==> src/rtl/threshold_loader_pkg.sv <==
// -----------------------------------------------------------------------------
// threshold_loader_pkg
//
// Purpose: shared definitions for the Tanimoto threshold RAM loader.
//   - FSM state encoding (IDLE, DIV, WRITE, DONE)
//   - default parameter values
//   - running-product width derivation
//   - saturation value for a table entry
// -----------------------------------------------------------------------------
package threshold_loader_pkg;

    typedef enum logic [1:0] {
        IDLE,
        DIV,
        WRITE,
        DONE
    } state_t;

    localparam int DEF_VECTOR_WIDTH = 920;
    localparam int DEF_CNT_WIDTH    = $clog2(DEF_VECTOR_WIDTH);
    localparam int DEF_THR_WIDTH    = 8;

    // c * (N + D) needs CNT_WIDTH bits for c plus THR_WIDTH+1 bits for N+D.
    function automatic int prod_width(input int cnt_w, input int thr_w);
        return cnt_w + thr_w + 1;
    endfunction

    // Largest value an entry of CNT_WIDTH+1 bits can hold.
    function automatic int sat_value(input int cnt_w);
        return (1 << (cnt_w + 1)) - 1;
    endfunction

    localparam int DEF_PROD_WIDTH = prod_width(DEF_CNT_WIDTH, DEF_THR_WIDTH);

endpackage

==> src/rtl/thr_serial_divider.sv <==
// -----------------------------------------------------------------------------
// thr_serial_divider
//
// Purpose: restoring divider, one quotient bit per clock, MSB first.
//   The operands are captured on start.
//   done is high during the PROD_WIDTH-th cycle after the start edge.
//   In that cycle, quotient carries the complete result, so the caller can
//   register it on the same edge that ends the division.
//
// Ports:
//   clk      in   clock
//   rst      in   synchronous active-high reset
//   start    in   capture dividend/divisor and begin a division
//   dividend in   PROD_WIDTH-bit dividend
//   divisor  in   THR_WIDTH-bit divisor (zero gives an all-ones quotient)
//   done     out  final-iteration flag, one cycle
//   quotient out  quotient including the bit resolved this cycle
// -----------------------------------------------------------------------------
module thr_serial_divider
    import threshold_loader_pkg::*;
#(
    parameter int PROD_WIDTH = DEF_PROD_WIDTH,
    parameter int THR_WIDTH  = DEF_THR_WIDTH
) (
    input  logic                  clk,
    input  logic                  rst,
    input  logic                  start,
    input  logic [PROD_WIDTH-1:0] dividend,
    input  logic [THR_WIDTH-1:0]  divisor,
    output logic                  done,
    output logic [PROD_WIDTH-1:0] quotient
);

    localparam int CW = $clog2(PROD_WIDTH);

    logic                  running;
    logic [CW-1:0]         count;
    logic [THR_WIDTH-1:0]  rem;
    logic [THR_WIDTH-1:0]  div_r;
    // Dividend bits shift out at the top while quotient bits shift in at the bottom.
    logic [PROD_WIDTH-1:0] dq;

    logic [THR_WIDTH:0]    shifted;
    logic [THR_WIDTH:0]    diff;
    logic                  ge;
    logic [THR_WIDTH-1:0]  rem_next;

    always_comb begin
        shifted  = {rem, dq[PROD_WIDTH-1]};
        ge       = (shifted >= {1'b0, div_r});
        diff     = shifted - {1'b0, div_r};
        // When the trial subtraction fails, shifted < divisor, so its top bit is zero.
        rem_next = ge ? diff[THR_WIDTH-1:0] : shifted[THR_WIDTH-1:0];
    end

    assign quotient = {dq[PROD_WIDTH-2:0], ge};
    assign done     = running && (count == CW'(PROD_WIDTH - 1));

    always_ff @(posedge clk) begin
        if (rst) begin
            running <= 1'b0;
            count   <= '0;
            rem     <= '0;
            div_r   <= '0;
            dq      <= '0;
        end else if (start) begin
            running <= 1'b1;
            count   <= '0;
            rem     <= '0;
            div_r   <= divisor;
            dq      <= dividend;
        end else if (running) begin
            rem   <= rem_next;
            dq    <= quotient;
            count <= count + CW'(1);
            if (done) begin
                running <= 1'b0;
            end
        end
    end

endmodule

==> src/rtl/threshold_loader.sv <==
// -----------------------------------------------------------------------------
// threshold_loader
//
// Purpose: fills the comparator's Tanimoto threshold RAM.
//   For every c in 0..VECTOR_WIDTH, it writes floor(c*(N+D)/N) at address c.
//   The value saturates to the entry width; N == 0 writes all-ones.
//   The product c*(N+D) is accumulated by addition, with no multiplier.
//   Each entry takes PROD_WIDTH divide cycles plus one write cycle.
//
// Configuration macro: THRESHOLD_LOADER_CHECKSUM_EN
//   When defined, o_Checksum is a 16-bit wrap-around sum of the written entries.
//   When undefined, o_Checksum is tied to zero.
//
// Ports:
//   clk          in   clock, also the RAM write clock
//   rst          in   synchronous active-high reset
//   i_Start      in   load request, ignored while busy
//   i_ThrNum     in   threshold numerator N
//   i_ThrDen     in   threshold denominator D
//   o_Busy       out  load in progress (table contents invalid)
//   o_Done       out  one-cycle pulse after the last write
//   o_BRAM_Addr  out  write address c
//   o_BRAM_Din   out  entry value
//   o_BRAM_En    out  RAM enable, equal to o_BRAM_WrEn
//   o_BRAM_WrEn  out  write strobe, one cycle per entry
//   o_Checksum   out  running checksum of written entries
// -----------------------------------------------------------------------------
module threshold_loader
    import threshold_loader_pkg::*;
#(
    parameter int VECTOR_WIDTH = DEF_VECTOR_WIDTH,
    parameter int CNT_WIDTH    = $clog2(VECTOR_WIDTH),
    parameter int THR_WIDTH    = DEF_THR_WIDTH
) (
    input  logic                 clk,
    input  logic                 rst,
    input  logic                 i_Start,
    input  logic [THR_WIDTH-1:0] i_ThrNum,
    input  logic [THR_WIDTH-1:0] i_ThrDen,
    output logic                 o_Busy,
    output logic                 o_Done,
    output logic [CNT_WIDTH-1:0] o_BRAM_Addr,
    output logic [CNT_WIDTH:0]   o_BRAM_Din,
    output logic                 o_BRAM_En,
    output logic                 o_BRAM_WrEn,
    output logic [15:0]          o_Checksum
);

    localparam int PROD_WIDTH = prod_width(CNT_WIDTH, THR_WIDTH);
    localparam logic [CNT_WIDTH:0] ENTRY_MAX = (CNT_WIDTH + 1)'(sat_value(CNT_WIDTH));

    state_t                 state;
    logic [THR_WIDTH-1:0]   num_r;
    logic [THR_WIDTH:0]     k_r;
    logic [PROD_WIDTH-1:0]  prod_r;
    logic [CNT_WIDTH-1:0]   cnt_r;

    logic                   accept;
    logic                   last_entry;
    logic [PROD_WIDTH-1:0]  prod_next;
    logic                   div_start;
    logic [PROD_WIDTH-1:0]  div_dividend;
    logic [THR_WIDTH-1:0]   div_divisor;
    logic                   div_done;
    logic [PROD_WIDTH-1:0]  div_q;
    logic [CNT_WIDTH:0]     entry_val;

    // Start is honoured in IDLE and in the DONE cycle.
    // A new load may therefore begin in the cycle in which o_Done pulses.
    // Each division is launched on the edge that enters DIV.
    // The operand is the product for the entry about to be computed.
    // The first entry always divides zero by the incoming numerator.
    always_comb begin
        accept       = ((state == IDLE) || (state == DONE)) && i_Start;
        last_entry   = (cnt_r == CNT_WIDTH'(VECTOR_WIDTH));
        prod_next    = prod_r + PROD_WIDTH'(k_r);
        div_start    = accept || ((state == WRITE) && !last_entry);
        div_dividend = accept ? '0 : prod_next;
        div_divisor  = accept ? i_ThrNum : num_r;
    end

    // Saturate the quotient to the entry width.
    // A zero numerator bypasses the divider entirely.
    always_comb begin
        entry_val = div_q[CNT_WIDTH:0];
        if (num_r == '0) begin
            entry_val = ENTRY_MAX;
        end else if (|div_q[PROD_WIDTH-1:CNT_WIDTH+1]) begin
            entry_val = ENTRY_MAX;
        end
    end

    thr_serial_divider #(
        .PROD_WIDTH (PROD_WIDTH),
        .THR_WIDTH  (THR_WIDTH)
    ) u_div (
        .clk      (clk),
        .rst      (rst),
        .start    (div_start),
        .dividend (div_dividend),
        .divisor  (div_divisor),
        .done     (div_done),
        .quotient (div_q)
    );

    // Load sequencer. The RAM strobes are high for exactly the WRITE cycle.
    // Addr and Din are updated on the same edge, so they are stable under the strobe.
    always_ff @(posedge clk) begin
        if (rst) begin
            state       <= IDLE;
            num_r       <= '0;
            k_r         <= '0;
            prod_r      <= '0;
            cnt_r       <= '0;
            o_Busy      <= 1'b0;
            o_Done      <= 1'b0;
            o_BRAM_Addr <= '0;
            o_BRAM_Din  <= '0;
            o_BRAM_En   <= 1'b0;
            o_BRAM_WrEn <= 1'b0;
        end else begin
            o_Done      <= 1'b0;
            o_BRAM_En   <= 1'b0;
            o_BRAM_WrEn <= 1'b0;
            case (state)
                IDLE, DONE: begin
                    if (accept) begin
                        num_r  <= i_ThrNum;
                        k_r    <= {1'b0, i_ThrNum} + {1'b0, i_ThrDen};
                        prod_r <= '0;
                        cnt_r  <= '0;
                        o_Busy <= 1'b1;
                        state  <= DIV;
                    end else begin
                        state  <= IDLE;
                    end
                end
                DIV: begin
                    if (div_done) begin
                        o_BRAM_Addr <= cnt_r;
                        o_BRAM_Din  <= entry_val;
                        o_BRAM_En   <= 1'b1;
                        o_BRAM_WrEn <= 1'b1;
                        state       <= WRITE;
                    end
                end
                WRITE: begin
                    if (last_entry) begin
                        o_Busy <= 1'b0;
                        o_Done <= 1'b1;
                        state  <= DONE;
                    end else begin
                        cnt_r  <= cnt_r + CNT_WIDTH'(1);
                        prod_r <= prod_next;
                        state  <= DIV;
                    end
                end
                default: state <= IDLE;
            endcase
        end
    end

`ifdef THRESHOLD_LOADER_CHECKSUM_EN
    logic [15:0] checksum_r;

    // The sum picks up each entry on the edge that ends its write cycle.
    // It is therefore final by the time o_Done is seen.
    always_ff @(posedge clk) begin
        if (rst) begin
            checksum_r <= '0;
        end else if (accept) begin
            checksum_r <= '0;
        end else if (state == WRITE) begin
            checksum_r <= checksum_r + 16'(o_BRAM_Din);
        end
    end

    assign o_Checksum = checksum_r;
`else
    assign o_Checksum = '0;
`endif

endmodule

==> config.mk <==
export PLATFORM = sky130hd
export DESIGN_NAME = threshold_loader
export DESIGN_NICKNAME = d
export VERILOG_FILES = /design/src/rtl/threshold_loader_pkg.sv /design/src/rtl/thr_serial_divider.sv /design/src/rtl/threshold_loader.sv
export SDC_FILE = /design/constraint.sdc
export NUM_CORES = 1
export LEC_CHECK = 0
export ABC_AREA = 1
export CELL_PAD_IN_SITES_DETAIL_PLACEMENT = 2
export CELL_PAD_IN_SITES_GLOBAL_PLACEMENT = 2
export CORE_UTILIZATION = 30
export CTS_BUF_LIST = sky130_fd_sc_hd__clkbuf_2
export CTS_CLUSTER_SIZE = 20
export DETAILED_ROUTE_END_ITERATION = 8
export HOLD_SLACK_MARGIN = 0.02
export PLACE_DENSITY_LB_ADDON = 0.1
export SLEW_MARGIN = 0
export SYNTH_ARGS = -nofsm -noshare
export SYNTH_HDL_FRONTEND = slang
export SYNTH_HIERARCHICAL = 1
export SYNTH_SLANG_ARGS = --single-unit
export TNS_END_PERCENT = 30
==> constraint.sdc <==
create_clock -name clk -period 4.4 [get_ports clk]
set_clock_uncertainty 0.15 [all_clocks]
set_input_delay 0.88 -clock clk [delete_from_list [all_inputs] [get_ports clk]]
set_output_delay 0.88 -clock clk [all_outputs]
set_load 0.02 [all_outputs]
==> results.cfg <==
[synthesis]
async_flop_share = 0
yosys-top-cells-area = dfxtp_1 (33%), nand2_1 (13%), inv_1 (7.6%)
ys_warn_count = 6
avgSynthCellArea_sq_um = 6.802
synth.most_common_cell = nand2_1
synthCells = 1017
synth-seq-cells = 113
yosysTopAreaCell = dfxtp_1
syn-cell-area_sq_mm = 0.006918
synth-edff-count = 0
synth.yosys.seq_area_share = 0.3270
yosysUniqueCellTypes = 46
yosysTopAreaCellShare = 0.3270
synth_common_cells = nand2_1 (239), inv_1 (140), dfxtp_1 (113), nor2_1 (89), a21oi_1 (77)
ys.flop_type = dfxtp_1

[clocking]
root_buffer = clkbuf_2
h-tree-depth = 4
postCtsResizedCells = 0
cts_buffer_depth = 2
cts_hold_buf = 0
cts_tree = yes
clock_sinks = 113
post-cts-setup-buffer-count = 0
clkTransAtPathRegs_ns = 0.17
numCtsBuffers = 17
clk_latency_ns = 0.70

[grt]
antenna_found_initial = 1
grt_util_all_layers = 0.1932
grt_pass1_vias = 6677
grt_max_degree = 33
grt_pass1_wl_mm = 35.92
overflow = 0

[sta]
grt_setup_unrepaired = false
period_share = 0.6644
fmax_ghz = 0.3421
setup_slack_ns = 1.477
relSlewSlack = 0.3862
hold-worst-slack_ns = 0.3340
setup_tns_ns = 0
hold_viol = 0
finalSetupViolations = 0
slew_viol_final = 0
period_minus_slack_ns = 2.923
max_slew.worst_pin.slew_ns = 0.9197

[cells_and_area]
area_growth_pct = 9.568
layout-drive-gt1-share = 0.09405
fill_cells = 2785
final_design_area_no_fill_sq_mm = 0.007580
multi_input_area_sq_mm = 0.003710
final-seq-area_sq_mm = 0.002262
nNetsFinal = 1082

[floorplanning]
rows = 55
dieArea_sq_mm = 0.02367
die_h_um = 153.9
coreArea_sq_mm = 0.02264
die_w_um = 153.9
start_util = 0.3056
ios = 60

[placed_design]
io_buffer_count = 43
hpwl_mm = 16.52
finalWeightedCongestion = 0.7961
dpl_cell_area_sq_mm = 0.007357
place_ws_ns = 1.126

[worst_setup_path]
endpoint_kind = flip-flop
worstPathMaxFanout = 28
start_kind = flip-flop
crit_required_ns = 4.81
worstSetupPathType = flip-flop to flip-flop
crit_arrival_ns = 3.33
rr_worst_depth = 8

[min_path]
hold_path.class = flip-flop to flip-flop
whs_path_depth = 2

[detailed_routing]
drc_errors = 0
routed_wl_mm = 21.57
drt-vias-per-instance = 4.819
antenna_left = 0
drtIter0Drc = 220
vias = 6400
drt-wirelength-per-cell_um = 16.24
first_pass_iters = 4

[pwr]
leakage_uw = 0.003451
powerDensity_mw_per_mm2 = 366.0
power.ir.vdd_worst_uv = 135.2

[status]
status = complete, no violations

[flow_run]
cap_violations = 0
## area by class of cell
| cell class | count | share of cell area |
|---|---|---|
| Multi-Input combinational cell | 701 | 0.4894 |
| Clock buffer | 21 | 0.01387 |
| Timing Repair Buffer | 50 | 0.06306 |
| Sequential cell | 113 | 0.2984 |
| Tap cell | 285 | 0.04705 |
| Antenna cell | 1 | 0.0003301 |
| Inverter | 146 | 0.07263 |
| Clock inverter | 11 | 0.01519 |
## state kept, by name, summed over array words and instances, names as in the netlist, 2 cells and up
signal / flops
prod_r: 19
u_div/dq: 19
o_BRAM_Din: 11
cnt_r: 10
o_BRAM_Addr: 10
k_r: 9
num_r: 8
u_div/div_r: 8
u_div/rem: 8
u_div/count: 5
state: 2
## placed cells by master (no fill, tap or decap), types with 6 or more instances in the layout
cell	Yosys	layout
clkbuf_2	3	21
a21oi_2	13	13
nor2_1	89	89
inv_1	140	140
clkdlybuf4s50_1	0	42
nand2_2	7	7
o21ai_0	57	57
nand3_1	64	64
conb_1	1	16
a22oi_1	7	7
buf_4	37	7
nand4_1	10	10
nand3_2	8	8
ha_1	31	31
nand2_1	239	239
a21oi_1	77	77
nor3_1	14	14
or2_2	14	14
o211ai_1	6	6
xor2_1	14	14
dfxtp_1	113	113
## stage by stage
step / cells / util / total power, uW
final: 1328 / 0.3348 / 2774
after global placement: 1295 / 0.3250 / 2106
after floorplan: 1032 / - / 1873
after detailed placement: 1295 / 0.3250 / 2126
after CTS: 1327 / 0.3347 / 2843
after global routing: 1328 / 0.3348 / 3009
## worst max-delay path, stage by stage, from the launching register on
cell      delay (ns)
dfxtp_1         0.81
inv_2           0.28
nor2_1          0.22
nand2_1         0.18
clkinv_1        0.43
nand3_1         0.14
nor4_1          0.25
buf_4           0.24
a21oi_1         0.09
## path summary, 6_finish.rpt
| check | from | to | slack, ns |
|---|---|---|---|
| setup / recovery | u_div/running | o_BRAM_Din[0] | 1.48 |
| hold reg to reg | u_div/div_r[2] | u_div/div_r[2] | 0.33 |
| setup reg to reg | u_div/running | o_BRAM_Din[0] | 1.48 |
| hold / removal | u_div/div_r[2] | u_div/div_r[2] | 0.33 |
## routing by layer
| metal | part of all wire | GRT usage | routed length (um) |
|---|---|---|---|
| met4 | 0.0097 | 0.04524 | 209 |
| met5 | 0 | 0 | 0 |
| met2 | 0.45 | 0.3102 | 9795 |
| met3 | 0.022 | 0.03016 | 476 |
| met1 | 0.51 | 0.2702 | 11090 |
## where the power goes
part           switching [uW]  internal, uW  total, uW
Clock                     424           265        690
Sequential               50.3          1080       1130
Combinational             640           311        951
## cell families (layout without fill, tap and decap cells)
logic type,Yosys count,after routing,synth area share
AOI/OAI and AO/OA,170,170,0.1402
xor gates and xnor gates,17,17,0.02152
adders and majority gates,34,34,0.06475
buffers and inverters,218,228,0.1467
DFF,113,113,0.3270
other,1,17,0.0005421
and+or+nand+nor,464,464,0.2993
(Power assumes the default switching activity.)
